==> src/rtl/camera_fb_writer.sv <==
// Writes the camera RGB565 pixel stream into a double-buffered framebuffer, optionally 2x2
// decimated. Only complete, in-range frames swap the display bank.
module camera_fb_writer #(
    parameter int unsigned H_ACTIVE = 640,
    parameter int unsigned V_ACTIVE = 480,
    parameter int unsigned DECIMATE = 1,
    parameter int unsigned ADDR_W   = 18
) (
    input  logic              i_clk,
    input  logic              i_rst,
    input  logic              i_frame_active,
    input  logic              i_valid,
    input  logic [15:0]       i_data,
    input  logic [9:0]        i_row,
    input  logic [9:0]        i_col,
    input  logic              i_freeze,
    output logic              o_we,
    output logic [ADDR_W-1:0] o_addr,
    output logic [15:0]       o_wdata,
    output logic              o_front_bank,
    output logic              o_frame_ready,
    output logic              o_frame_err,
    output logic [15:0]       o_frame_count
);

    localparam int unsigned IDX_W  = ADDR_W - 1;
    localparam int unsigned OUT_W  = (DECIMATE != 0) ? H_ACTIVE / 2 : H_ACTIVE;
    localparam int unsigned OUT_H  = (DECIMATE != 0) ? V_ACTIVE / 2 : V_ACTIVE;
    localparam int unsigned EXPECT = OUT_W * OUT_H;
    localparam logic [18:0] CNT_MAX = '1;

    typedef enum logic [2:0] {StIdle, StArm, StWrite, StDrain, StDone} state_e;

    state_e             state_q;
    logic               fa_q;
    logic               rise;
    logic               fall;
    logic               drain_q;
    logic               ovf_q;
    logic [18:0]        pix_cnt_q;
    logic [18:0]        pix_cnt_d;
    logic               in_range;
    logic               keep;
    logic               accept;
    logic               frame_ok;
    logic [9:0]         row_s;
    logic [9:0]         col_s;
    logic               s1_valid_q;
    logic [15:0]        s1_data_q;
    logic [9:0]         s1_col_q;
    logic [IDX_W-1:0]   s1_base_q;

    assign rise     = i_frame_active & ~fa_q;
    assign fall     = ~i_frame_active & fa_q;
    assign in_range = (32'(i_col) < H_ACTIVE) && (32'(i_row) < V_ACTIVE);
    assign keep     = (DECIMATE == 0) || !(i_row[0] | i_col[0]);
    assign accept   = (state_q == StWrite) && i_valid && in_range && keep;
    assign row_s    = (DECIMATE != 0) ? (i_row >> 1) : i_row;
    assign col_s    = (DECIMATE != 0) ? (i_col >> 1) : i_col;

    // Includes a write landing this cycle so the verdict can be registered at DONE entry.
    always_comb begin
        pix_cnt_d = pix_cnt_q;
        if (o_we && (pix_cnt_q != CNT_MAX)) begin
            pix_cnt_d = pix_cnt_q + 19'd1;
        end
    end

    assign frame_ok = (32'(pix_cnt_d) == EXPECT) && !ovf_q;

    always_ff @(posedge i_clk) begin
        if (i_rst) begin
            s1_valid_q <= 1'b0;
            s1_data_q  <= '0;
            s1_col_q   <= '0;
            s1_base_q  <= '0;
            o_we       <= 1'b0;
            o_addr     <= '0;
            o_wdata    <= '0;
        end else begin
            s1_valid_q <= accept;
            if (accept) begin
                s1_data_q <= i_data;
                s1_col_q  <= col_s;
                s1_base_q <= IDX_W'(row_s) * IDX_W'(OUT_W);
            end
            o_we <= s1_valid_q;
            if (s1_valid_q) begin
                o_addr  <= {~o_front_bank, s1_base_q + IDX_W'(s1_col_q)};
                o_wdata <= s1_data_q;
            end
        end
    end

    always_ff @(posedge i_clk) begin
        if (i_rst) begin
            state_q       <= StIdle;
            fa_q          <= 1'b0;
            drain_q       <= 1'b0;
            ovf_q         <= 1'b0;
            pix_cnt_q     <= '0;
            o_front_bank  <= 1'b0;
            o_frame_ready <= 1'b0;
            o_frame_err   <= 1'b0;
            o_frame_count <= '0;
        end else begin
            fa_q          <= i_frame_active;
            pix_cnt_q     <= pix_cnt_d;
            o_frame_ready <= 1'b0;
            o_frame_err   <= 1'b0;
            unique case (state_q)
                StIdle: begin
                    if (!i_frame_active) state_q <= StArm;
                end
                StArm: begin
                    if (rise && !i_freeze) begin
                        state_q   <= StWrite;
                        pix_cnt_q <= '0;
                        ovf_q     <= 1'b0;
                    end
                end
                StWrite: begin
                    if (i_valid && !in_range) ovf_q <= 1'b1;
                    if (fall) begin
                        state_q <= StDrain;
                        drain_q <= 1'b0;
                    end
                end
                StDrain: begin
                    drain_q <= 1'b1;
                    // Verdict pulses and the bank swap become visible during the DONE cycle.
                    if (drain_q) begin
                        state_q <= StDone;
                        if (frame_ok) begin
                            o_front_bank  <= ~o_front_bank;
                            o_frame_ready <= 1'b1;
                            o_frame_count <= o_frame_count + 16'd1;
                        end else begin
                            o_frame_err <= 1'b1;
                        end
                    end
                end
                StDone: begin
                    state_q <= StArm;
                end
                default: begin
                    state_q <= StIdle;
                end
            endcase
        end
    end

endmodule

==> config.mk <==
export PLATFORM = sky130hd
export DESIGN_NAME = camera_fb_writer
export DESIGN_NICKNAME = d
export VERILOG_FILES = /design/src/rtl/camera_fb_writer.sv
export SDC_FILE = /design/constraint.sdc
export NUM_CORES = 1
export LEC_CHECK = 0
export ABC_AREA = 1
export CORE_ASPECT_RATIO = 0.6
export CORE_MARGIN = 2
export CORE_UTILIZATION = 45
export DETAILED_ROUTE_END_ITERATION = 6
export DONT_BUFFER_PORTS = 1
export PLACE_DENSITY = 0.64
export SYNTH_ARGS = -nofsm -noshare
export SYNTH_HDL_FRONTEND = slang
export SYNTH_SLANG_ARGS = --single-unit
==> constraint.sdc <==
create_clock -name i_clk -period 4.5 [get_ports i_clk]
set_input_delay 0.675 -clock i_clk [delete_from_list [all_inputs] [get_ports i_clk]]
set_output_delay 0.675 -clock i_clk [all_outputs]
set_load 0.05 [all_outputs]
======== Word level (Yosys, flattened, before mapping) ========
Index checks and enable logic that the tools add are counted.
word-level totals
  bits in registers ....................... 116
  bits in latches ......................... 0
  RAM bits ................................ 0
  bits in read-only memories .............. 0
  bits of input ports ..................... 41
  output and inout port bits .............. 54
  word-level logic and storage cells ...... 76
  memories ................................ 0
operators by class
  add/sub/neg operators ................... 3
  multipliers ............................. 1
  divide/modulo/power cells ............... 0
  magnitude comparators ................... 2
  eq/ne operators ......................... 11
  shift-type cells ........................ 0
  multiplexer cells ....................... 15
  bitwise gates (word level) .............. 8
  reduce and logical (&&, ||, !) cells .... 20
operators by type and width
  cell                     number
  $mux W19                 3
  $add A19 B1 Y19 const B  1
  $eq A19 B17 Y1 const B   1
  $ne A19 B19 Y1 const B   1
  $add A17 B9 Y17          1
  $add A16 B1 Y16 const B  1
  $pmux W3 S5              1
  $mux W3                  4
  $mul A9 B3 Y11 const B   1
  $lt A10 B10 Y1 const B   1
  $lt A10 B9 Y1 const B    1
  $logic_and A1 B1 Y1      8
  $ne A2 B2 Y1 const B     4
  $eq A3 B2 Y1 const B     2
  $reduce_and A3 Y1        2
  $mux W1                  5
  $not A1 Y1               5
  $logic_not A1 Y1         4
  $pmux W1 S2              2
  $reduce_and A4 Y1        1
  $reduce_bool A2 Y1       2
  $eq A3 B1 Y1 const B     1
  $eq A3 B3 Y1 const B     1
  $logic_not A3 Y1         1
  5 further kinds          6

======== Depth between registers and ports, before layout ========
Gate-level depths: netlist of run 1.
  word-level depth ........................ 6
  gate-level depth with buffers ........... 17
  depth with buffers taken out ............ 17

======== Worst setup path after synthesis of run 1 ========
Ideal clock, no wire load.
  path kind ............................... register to register
  start ................................... register o_we
  end ..................................... register o_frame_count[0]
  library setup time ...................... 115 ps
  arrival time ............................ 2,272 ps
  slack ................................... 2,113 ps
  cell stages (with the launch flop) ...... 15
  buffers on the path ..................... 1
  clock period less this slack ............ 2,387 ps
  path through ............................ dfxtp_1 -> buf_2 -> nand4_1 -> inv_1 -> nand3_1 -> nor2_1 -> xor2_1 -> nor2_1 -> inv_1 -> nor2_4 -> nand2_4 -> nor2_4 -> nand2_1 -> nand2_1 -> nor2_1
between the ends
  word-level cells in the longest chain between the ends .. 5
ends and longest elaborated chain
  what                                RTL line  source
  start, declared                     17        output logic o_we,
  start signal, assigned              87        o_we <= s1_valid_q;
  $logic_and A1 B1 Y1                 64        if (o_we && (pix_cnt_q != CNT_MAX)) begin
  $mux W19                            64
  $eq A19 B17 Y1                      69        assign frame_ok = (32'(pix_cnt_d) == EXPECT) && !ovf_q;
  $logic_and A1 B1 Y1                 69
  $reduce_and A3 Y1 (no source line)  n/a
  end signal, assigned                137       o_frame_count <= o_frame_count + 16'd1;
  end, declared                       23        output logic [15:0] o_frame_count
No other way between the ends.
A chain may end at the register's enable or synchronous reset.

======== Final worst setup path of run 1 ========
  start ................................... register o_we
  end ..................................... register o_frame_count[4]
Same word-level chain as after synthesis.

==> results of run 1 <==
## flip-flops by register name, indices dropped and copies added (netlist names), 3 cells and up
signal / cells
o_addr: 18
s1_col_q: 9
s1_data_q: 16
state_q: 3
pix_cnt_q: 19
s1_base_q: 11
o_frame_count: 16
o_wdata: 16
## per-stage QoR
step	hold slack (ns)	area, um^2	worst slack, ns
final	0.3419	6420	1.542
after global routing	0.3195	6417	1.247
after CTS	0.3195	6417	1.559
after detailed placement	0.4721	5856	1.574
after global placement	0.4634	5856	1.666
after floorplan	0.4539	5768	2.113
## layout by cell type, fill, tap and decap left out, types with 4 or more instances in the layout
cell / synthesis / layout
nand3_1: 27 / 27
nor3_1: 13 / 13
clkinvlp_4: 0 / 5
ha_1: 19 / 19
nor2_1: 191 / 191
nand3_2: 14 / 14
nor2_4: 9 / 9
nor2_2: 6 / 6
dfxtp_1: 116 / 116
nand4_1: 31 / 31
xor2_1: 9 / 9
clkinv_4: 0 / 5
xnor2_1: 5 / 5
a21oi_1: 23 / 23
nand2_2: 9 / 9
o21ai_0: 78 / 78
clkbuf_16: 0 / 17
nand2_1: 113 / 113
inv_2: 4 / 4
inv_1: 86 / 86
## power by group
| group | total [mW] | internal [mW] | switching [mW] | leakage, nW |
|---|---|---|---|---|
| Sequential | 1.07 | 1.05 | 0.0271 | 0.935 |
| Combinational | 0.162 | 0.0563 | 0.105 | 1.49 |
| Clock | 1.28 | 0.765 | 0.511 | 0.256 |
## layout make-up
| cell class | instances | area, um^2 | area share (%) |
|---|---|---|---|
| Antenna cell | 1 | 2.502 | 0.03898 |
| Clock buffer | 19 | 432.9 | 6.743 |
| Clock inverter | 13 | 128.9 | 2.007 |
| Inverter | 92 | 345.3 | 5.379 |
| Multi-Input combinational cell | 571 | 2959 | 46.09 |
| Sequential cell | 116 | 2322 | 36.17 |
| Tap cell | 165 | 206.4 | 3.216 |
| Timing Repair Buffer | 3 | 22.52 | 0.3508 |
## worst max path at each step
stage | from | to
2_1_floorplan | o_we | o_frame_count[0]
6_report | o_we | o_frame_count[4]
3_5_place_dp | o_we | o_frame_count[4]
5_1_grt | o_we | o_frame_count[8]
3_3_place_gp | o_we | o_frame_count[1]
4_1_cts | state_q[1] | s1_base_q[11]
## worst reg2reg max path: stages, from the launching register on
cell and delay [ns]:
dfxtp_1 0.86, nand4_1 0.27, inv_1 0.22, nand3_1 0.13
nor2_1 0.14, xor2_1 0.10, nor2_1 0.24, nand3_2 0.14
nor2_4 0.44, nand4_1 0.19, nand2_1 0.10, nor2_1 0.04
## cell families after synthesis
family | share of synthesized area (%)
xor+xnor | 2.126
simple gates | 34.60
compound gates | 9.761
fa+ha+maj | 4.816
flops | 40.26
buf+inv | 8.438
## metal layers
| layer | share of wire (%) | track usage (%) | routed length [um] |
|---|---|---|---|
| met3 | 9.6 | 8.259 | 1387 |
| met4 | 0.89 | 5.739 | 128 |
| met1 | 48 | 30.63 | 6957 |
| met2 | 41 | 31.96 | 5915 |
| met5 | 0.076 | 0 | 11 |
==> summary.md, run 1 <==
| Metric | Value |
|---|---|
| Run status | finished clean |
| Seq/Total Area, Yosys | 40.26% |
| Core area | 12,300 um^2 |
| Total CTS buffers | 17 |
| Root Buffer | clkbuf_16 |
| CP arrival | 3.26 ns |
| Largest net degree at the start of global routing | 73 |
| Synth area leader | dfxtp_1 |
| Worst Clk Skew | 0.01102 ns |
| First-pass GRT wire length | 24.11 mm |
| Post-CTS setup buffers | 0 |
| Startpoint type of the worst setup path | flip-flop |
| # IOs | 95 |
| Port bufs | 0 |
| Fin nets | 863 |
| Clk slew on worst S/H paths | 0.06 ns |
| Slew margin rel. | 33.58% |
| Cell repeated most along the worst path | nor2_1 |
| P_leak | 2.680 nW |
| Routed WL | 14.40 mm |
| Area contributors post-synth | dfxtp_1 (40%), nor2_1 (12%), nand2_1 (7.4%), o21ai_0 (6.8%), inv_1 (5.6%) |
| Pre-Repair DR Iteration Count | 5 |
| Die X | 150.2 um |
| DR WL/cell | 14.69 um |
| Maximum VDD drop | 241.8 uV |
| # hold bufs at CTS | 0 |
| Synth-to-Final Area Change | 11.30% |
| Worst skew pair latency | 0.41 ns |
| Synth warn | 0 |
| Initial Utilization | 46.91% |
| Slew at the pin with the worst max-slew slack | 0.9952 ns |
| Gp weighted congestion | 0.9126 |
| Global router's overall resource usage | 22.00% |
| Main synth FF type | dfxtp_1 |
| Final core occ | 52.21% |
| Fraction of layout instances using a drive strength above 1 | 9.951% |
| Synth cell count leaders | nor2_1 (191), dfxtp_1 (116), nand2_1 (113) |
| CP bufs+invs | 1 |
| DIE AREA | 13,770 um^2 |
| Max Transition Viols Final | 0 |
| CTS HTree Levels | 4 |
| Reg2Reg Depth | 11 |
| Post-Syn Area | 5768 um^2 |
| Post-synth ARST share | 0% |
| Cell variety after synth | 38 |
| GRT overflow | 0 |
| CP Data Required Time | 4.80 ns |
| Filler cell count | 1,166 |
| Initial antenna violation count | 1 |
| Avg Cell Area, Syn | 7.112 um^2 |
| Worst Hold End | o_frame_count[2] |
| Via Count | 5,063 |
| Synth Net Count | 873 |
| Slowest-stage cell, CP | dfxtp_1 |
| DR DRC count | 0 |
| CTS tree | yes |
| Number of vias per cell | 5.166 |
| Max-cap violations | 0 |
| Post-synth top area share | 40.26% |
| Critical path cell sequence | nand4_1 > inv_1 > nand3_1 > nor2_1 > xor2_1 > nor2_1 > nand3_2 > nor2_4 > nand4_1 > nand2_1 > nor2_1 |
| RSZ-0062 raised after global routing | false |
| Final Hold Fails | 0 |
| Max FO, Critical Path | 21 |
| Worst reg2reg startpoint | o_we |
| Max Fclk | 338.1 MHz |
| ANT nets after route | 0 |
| Tot Pwr | 2.513 mW |
| CP max stage delay | 0.86 ns |
| Reg2Reg Setup Slack | 1.54 ns |
| Max clock buf depth | 2 |
| Critical Path End Type | flip-flop |
| EDFF count, synth | 0 |
| DP HPWL | 10.41 mm |
| Pwr Density | 391.4 nW/um^2 |
| Die height | 91.70 um |
| Reg2reg end | o_frame_count[4] |
| Fin cells | 980 |
| Crit path max-delay family | simple AND/OR/NAND/NOR gates |
| Placed insts | 947 |
| 1st-iter DRT viols | 358 |
| FP Rows | 31 |
| Min-Delay Path Class | input pin to flip-flop |
| Setup TNS | 0 ns |
| Clock sinks | 116 |
| Hold_sp | i_rst |
| Period Utilization, post-route | 65.73% |
| Cells after synthesis | 811 |
| Number of global-route vias before repair | 4,953 |
| Hold Path Depth | 1 |
| Worst Setup Path Type | flip-flop to flip-flop |
| Gates resized, CTS repair | 0 |
| Worst path depth | 11 |
| Final setup viols | 0 |
| #FFs+latches synth | 116 |
| Count leader, synth | nor2_1 |
| Tmin final | 2.958 ns |
No activity file was read; power rests on OpenSTA's default activity.
==> inputs of run 2 (changes only) <==
- PLACE_DENSITY: 0.64 -> 0.66
- clock period: 4.5 -> 2.5 ns (I/O delays scaled with it)
==> summary.md, run 2 (synthesized netlist as in run 1, its figures left out) <==
| Metric | Value |
|---|---|
| Final setup viols | 0 |
| Commonest non-fill, non-tap cell in the layout | nor2_1 |
| Pre-Repair DR Iteration Count | 5 |
| Max FO, Critical Path | 21 |
| CTS tree | yes |
| Post-route cell area | 6867 um^2 |
| DR DRC count | 0 |
| Startpoint type of the worst setup path | flip-flop |
| M1 WL | 7.318 mm |
| Port bufs | 0 |
| Core area | 12,300 um^2 |
| GRT overflow | 0 |
| Placed insts | 972 |
| FP Rows | 31 |
| Via Count | 5,326 |
| Synth-to-Final Area Change | 19.05% |
| Period Utilization, post-route | 92.69% |
| Die X | 150.2 um |
| CP arrival | 2.66 ns |
| Max clock buf depth | 2 |
| DR WL/cell | 14.88 um |
| 1st-iter DRT viols | 325 |
| Number of global-route vias before repair | 4,941 |
| CTS HTree Levels | 4 |
| Die height | 91.70 um |
| Hold_sp | i_rst |
| Max reg flops | 19 |
| Worst skew pair latency | 0.41 ns |
| Slew margin rel. | 32.90% |
| Placed cell area | 6068 um^2 |
| Global router's overall resource usage | 22.52% |
| Worst Setup Path Type | flip-flop to flip-flop |
| DIE AREA | 13,770 um^2 |
| Slew at the pin with the worst max-slew slack | 1.005 ns |
| Critical path origin | pix_cnt_q[0] |
| ANT cells | 0 |
| Largest net degree at the start of global routing | 72 |
| Filler cell count | 1,129 |
| Worst Clk Skew | 0.009662 ns |
| Internal | 3.587 mW |
| First-pass GRT wire length | 24.63 mm |
| Final Hold Fails | 0 |
| Top Layer Used | met4 |
| Maximum VDD drop | 411.2 uV |
| Run status | finished clean |
| Reg2Reg Setup Slack | 0.18 ns |
| Min Hold Slack | 0.04044 ns |
| Root Buffer | clkbuf_16 |
| Total CTS buffers | 17 |
| Fraction of layout instances using a drive strength above 1 | 16.67% |
| Critical Path End Type | flip-flop |
| Biggest regs | pix_cnt_q x19, o_addr x18 |
| Logic gate share of total power | 6.0% |
| DP HPWL | 11.08 mm |
| Commonest non-fill, non-tap cells in the layout | nor2_1 (186), nand2_1 (112), dfxtp_1 (106) |
| Gp weighted congestion | 1.010 |
| Tot Pwr | 4.763 mW |
| Initial antenna violation count | 0 |
| Clock sinks | 116 |
| Psw | 1.176 mW |
| Switching share of power | 24.69% |
| CP Data Required Time | 2.84 ns |
| Fin nets | 901 |
| Clk slew on worst S/H paths | 0.06 ns |
| Clock share of power | 53.5% |
| Tmin final | 2.317 ns |
| Number of vias per cell | 5.237 |
| Max-cap violations | 0 |
| Fin cells | 1,017 |
| Max Fclk | 431.5 MHz |
| # IOs | 95 |
| ANT nets after route | 0 |
| Part of the power in registers | 40.6% |
| Initial Utilization | 46.91% |
| Routed wl met3 | 1.568 mm |
| Largest reg by FF count | pix_cnt_q |
| Min-Delay Path Class | input pin to flip-flop |
| P_leak | 2.936 nW |
| Pwr Density | 693.6 nW/um^2 |
| Routed WL | 15.14 mm |
| Max Transition Viols Final | 0 |
| DR WL met2 | 6.106 mm |
| Worst reg2reg startpoint | pix_cnt_q[0] |
run 2: stage by stage:
| step | utilization, % | setup slack, ns | setup TNS (ns) |
|---|---|---|---|
| after floorplan | - | 0.1134 | 0 |
| after global placement | 49.35 | 0.1180 | 0 |
| after detailed placement | 49.35 | 0.09580 | 0 |
| after CTS | 54.38 | 0.07374 | 0 |
| after global routing | 55.85 | -0.004371 | -0.008053 |
| final | 55.85 | 0.1827 | 0 |
run 2: worst paths after layout:
check                      end  depth (start not counted)
min                       fa_q                          1
max reg2reg  o_frame_count[15]                         15
max          o_frame_count[15]                         15
min reg2reg        s1_col_q[5]                          2
run 2: critical path, stage by stage, from the launching register on:
cell and delay (ns):
dfxtp_2 0.37, ha_2 0.19, nand3_1 0.14, nor2_4 0.18
nand3_4 0.16, buf_4 0.19, nand3b_2 0.09, nand3_2 0.12
nor2_4 0.15, nand3_2 0.09, nor2_4 0.12, buf_12 0.17
nand3_1 0.08, nand2_1 0.09, inv_1 0.04, nor2_1 0.08
run 2: layout make-up:
cell class	instances	area (um^2)	share of cell area, %
clock buffers	17	425.4	6.195
clock inverters	15	192.7	2.806
inverters	92	345.3	5.029
multi-input cells	572	3029	44.11
flip-flops and latches	116	2335	34.00
well taps	165	206.4	3.007
repair buffers	40	332.8	4.847
run 2: power groups by stage:
stage               clock [mW]  combinational, mW  sequential [mW]
global route              2.68              0.321             1.94
floorplan                    0              0.227             1.96
detailed placement           0              0.279             1.97
global placement             0              0.268             1.97
finish                    2.55              0.283             1.93
CTS                       2.58              0.281             1.93
run 2: layer usage:
metal / up-vias / GRT usage (%)
li1: 2675 / -
met1: 2429 / 32.53
met2: 209 / 31.13
met3: 13 / 8.756
met4: 0 / 5.660
met5: - / 0
run 2: repair_timing:
action                                 CTS  global route
gates resized for setup                  0            28
hold buffers                             0             0
buffers inserted                         0            12
endpoints found under the hold margin    0             0
setup endpoints to repair                0            18
==> inputs of run 3 (changes only) <==
- DONT_BUFFER_PORTS: 1 -> not set
- PLACE_DENSITY: 0.66 -> 0.76
==> summary.md, run 3 (synthesized netlist as in run 1, its figures left out) <==
| Metric | Value |
|---|---|
| Maximum VDD drop | 624.3 uV |
| Commonest non-fill, non-tap cells in the layout | nor2_1 (186), nand2_1 (112), dfxtp_1 (107) |
| Logic gate share of total power | 9.0% |
| Slew at the pin with the worst max-slew slack | 0.5376 ns |
| FP Rows | 31 |
| Largest reg by FF count | pix_cnt_q |
| Max FO, Critical Path | 6 |
| Tot Pwr | 4.614 mW |
| Max Transition Viols Final | 0 |
| Commonest non-fill, non-tap cell in the layout | nor2_1 |
| DR WL/cell | 13.92 um |
| Period Utilization, post-route | 96.59% |
| Die X | 150.2 um |
| Slowest-stage cell, CP | dfxtp_4 |
| Final Hold Fails | 0 |
| Critical Path End Type | flip-flop |
| Internal | 3.455 mW |
| Fin cells | 1,112 |
| Final core occ | 63.81% |
| ANT cells | 0 |
| Initial Utilization | 46.91% |
| ANT nets after route | 0 |
| Startpoint type of the worst setup path | flip-flop |
| Worst skew pair latency | 0.41 ns |
| Total CTS buffers | 17 |
| # IOs | 95 |
| GRT overflow | 0 |
| Switching share of power | 25.12% |
| DR DRC count | 0 |
| Biggest regs | pix_cnt_q x19, o_addr x18 |
| Worst Clk Skew | 0.01212 ns |
| Tmin final | 2.415 ns |
| Synth-to-Final Area Change | 36.03% |
| Port bufs | 94 |
| Global router's overall resource usage | 21.99% |
| Min-Delay Path Class | flip-flop to flip-flop |
| Run status | finished clean |
| Max clock buf depth | 2 |
| Clk slew on worst S/H paths | 0.06 ns |
| Max reg flops | 19 |
| CP arrival | 2.69 ns |
| Placed insts | 1,063 |
| Clock sinks | 116 |
| Number of vias per cell | 5.087 |
| Max Fclk | 414.1 MHz |
| Part of the power in registers | 41.4% |
| P_leak | 3.272 nW |
| Final worst slack | 0.08517 ns |
| Psw | 1.159 mW |
| CP Data Required Time | 2.78 ns |
| Root Buffer | clkbuf_16 |
| First-pass GRT wire length | 24.14 mm |
| Filler cell count | 1,088 |
| Gp weighted congestion | 0.9299 |
| DIE AREA | 13,770 um^2 |
| Fraction of layout instances using a drive strength above 1 | 15.31% |
| 1st-iter DRT viols | 427 |
| Clock share of power | 49.6% |
| Via Count | 5,657 |
| Initial antenna violation count | 0 |
| Die height | 91.70 um |
| Critical path cell sequence | ha_4 > nand4_1 > inv_2 > nand3_2 > nor2_2 > xor2_2 > nor2_2 > buf_4 > nand3_2 > nor2_4 > buf_12 > nand4_1 > nand2_1 > nor2_1 |
| CTS HTree Levels | 4 |
| Routed WL | 15.47 mm |
| Min Hold Slack | 0.4820 ns |
| Final setup viols | 0 |
| Fin nets | 997 |
| CP max stage delay | 0.38 ns |
| Number of global-route vias before repair | 4,940 |
| CTS tree | yes |
| Core area | 12,300 um^2 |
| Pwr Density | 588.1 nW/um^2 |
| DP HPWL | 10.46 mm |
| Worst Setup Path Type | flip-flop to flip-flop |
| Largest net degree at the start of global routing | 40 |
| Setup WS pre-CTS | -0.09541 ns |
| Max-cap violations | 0 |
| Slew margin rel. | 64.05% |
| Pre-Repair DR Iteration Count | 6 |
run 3: through the flow:
| stage | TNS [ns] | cell area, um^2 |
|---|---|---|
| after global placement | -0.02218 | 6987 |
| after detailed placement | -0.09541 | 6987 |
| after global routing | -0.4491 | 7846 |
| final | 0 | 7846 |
| after CTS | 0 | 7537 |
| after floorplan | 0 | 5768 |
run 3: repair_timing:
action / 4_1_cts / 5_1_grt
gates resized for setup: 0 / 33
setup buffers: 0 / 14
setup endpoints to repair: 0 / 18
hold buffers: 0 / 0
run 3: power by group through the flow:
stage	clock [mW]	combinational (mW)	sequential, mW
floorplan	0	0.227	1.96
global placement	0	0.407	1.95
detailed placement	0	0.409	1.95
CTS	2.30	0.413	1.91
global route	2.39	0.460	1.91
finish	2.29	0.416	1.91
run 3: path summary, 6_finish.rpt:
path,start,end,slack [ns],depth (start not counted)
max,pix_cnt_q[0],o_frame_count[12],0.09,14
min,s1_data_q[3],s1_data_q[3],0.48,2
max reg2reg,pix_cnt_q[0],o_frame_count[12],0.09,14
min reg2reg,s1_data_q[3],s1_data_q[3],0.48,2
run 3: area by class of cell:
cell class | instances | area (um^2) | area share [%]
Inverter | 92 | 345.3 | 4.401
Clock inverter | 12 | 107.6 | 1.371
Sequential cell | 116 | 2338 | 29.80
Multi-Input combinational cell | 572 | 3055 | 38.94
Tap cell | 165 | 206.4 | 2.631
Timing Repair Buffer | 136 | 1350 | 17.21
Clock buffer | 19 | 442.9 | 5.645
run 3: layer usage:
layer / GRT usage, % / wire (um) / up-vias / share of wire (%)
li1: - / - / 2873 / -
met1: 33.23 / 7614 / 2574 / 49
met2: 32.04 / 6675 / 194 / 43
met3: 3.532 / 1042 / 16 / 6.7
met4: 6.368 / 140 / 0 / 0.90
met5: 0 / 0 / - / 0
run 3: critical path, delay by kind of cell (launching register included):
family | cells | cell delay [ns]
adders and majority gates | 1 | 0.15
buffers and inverters | 3 | 0.45
xor gates and xnor gates | 1 | 0.09
DFF | 1 | 0.38
and+or+nand+nor | 9 | 1.19
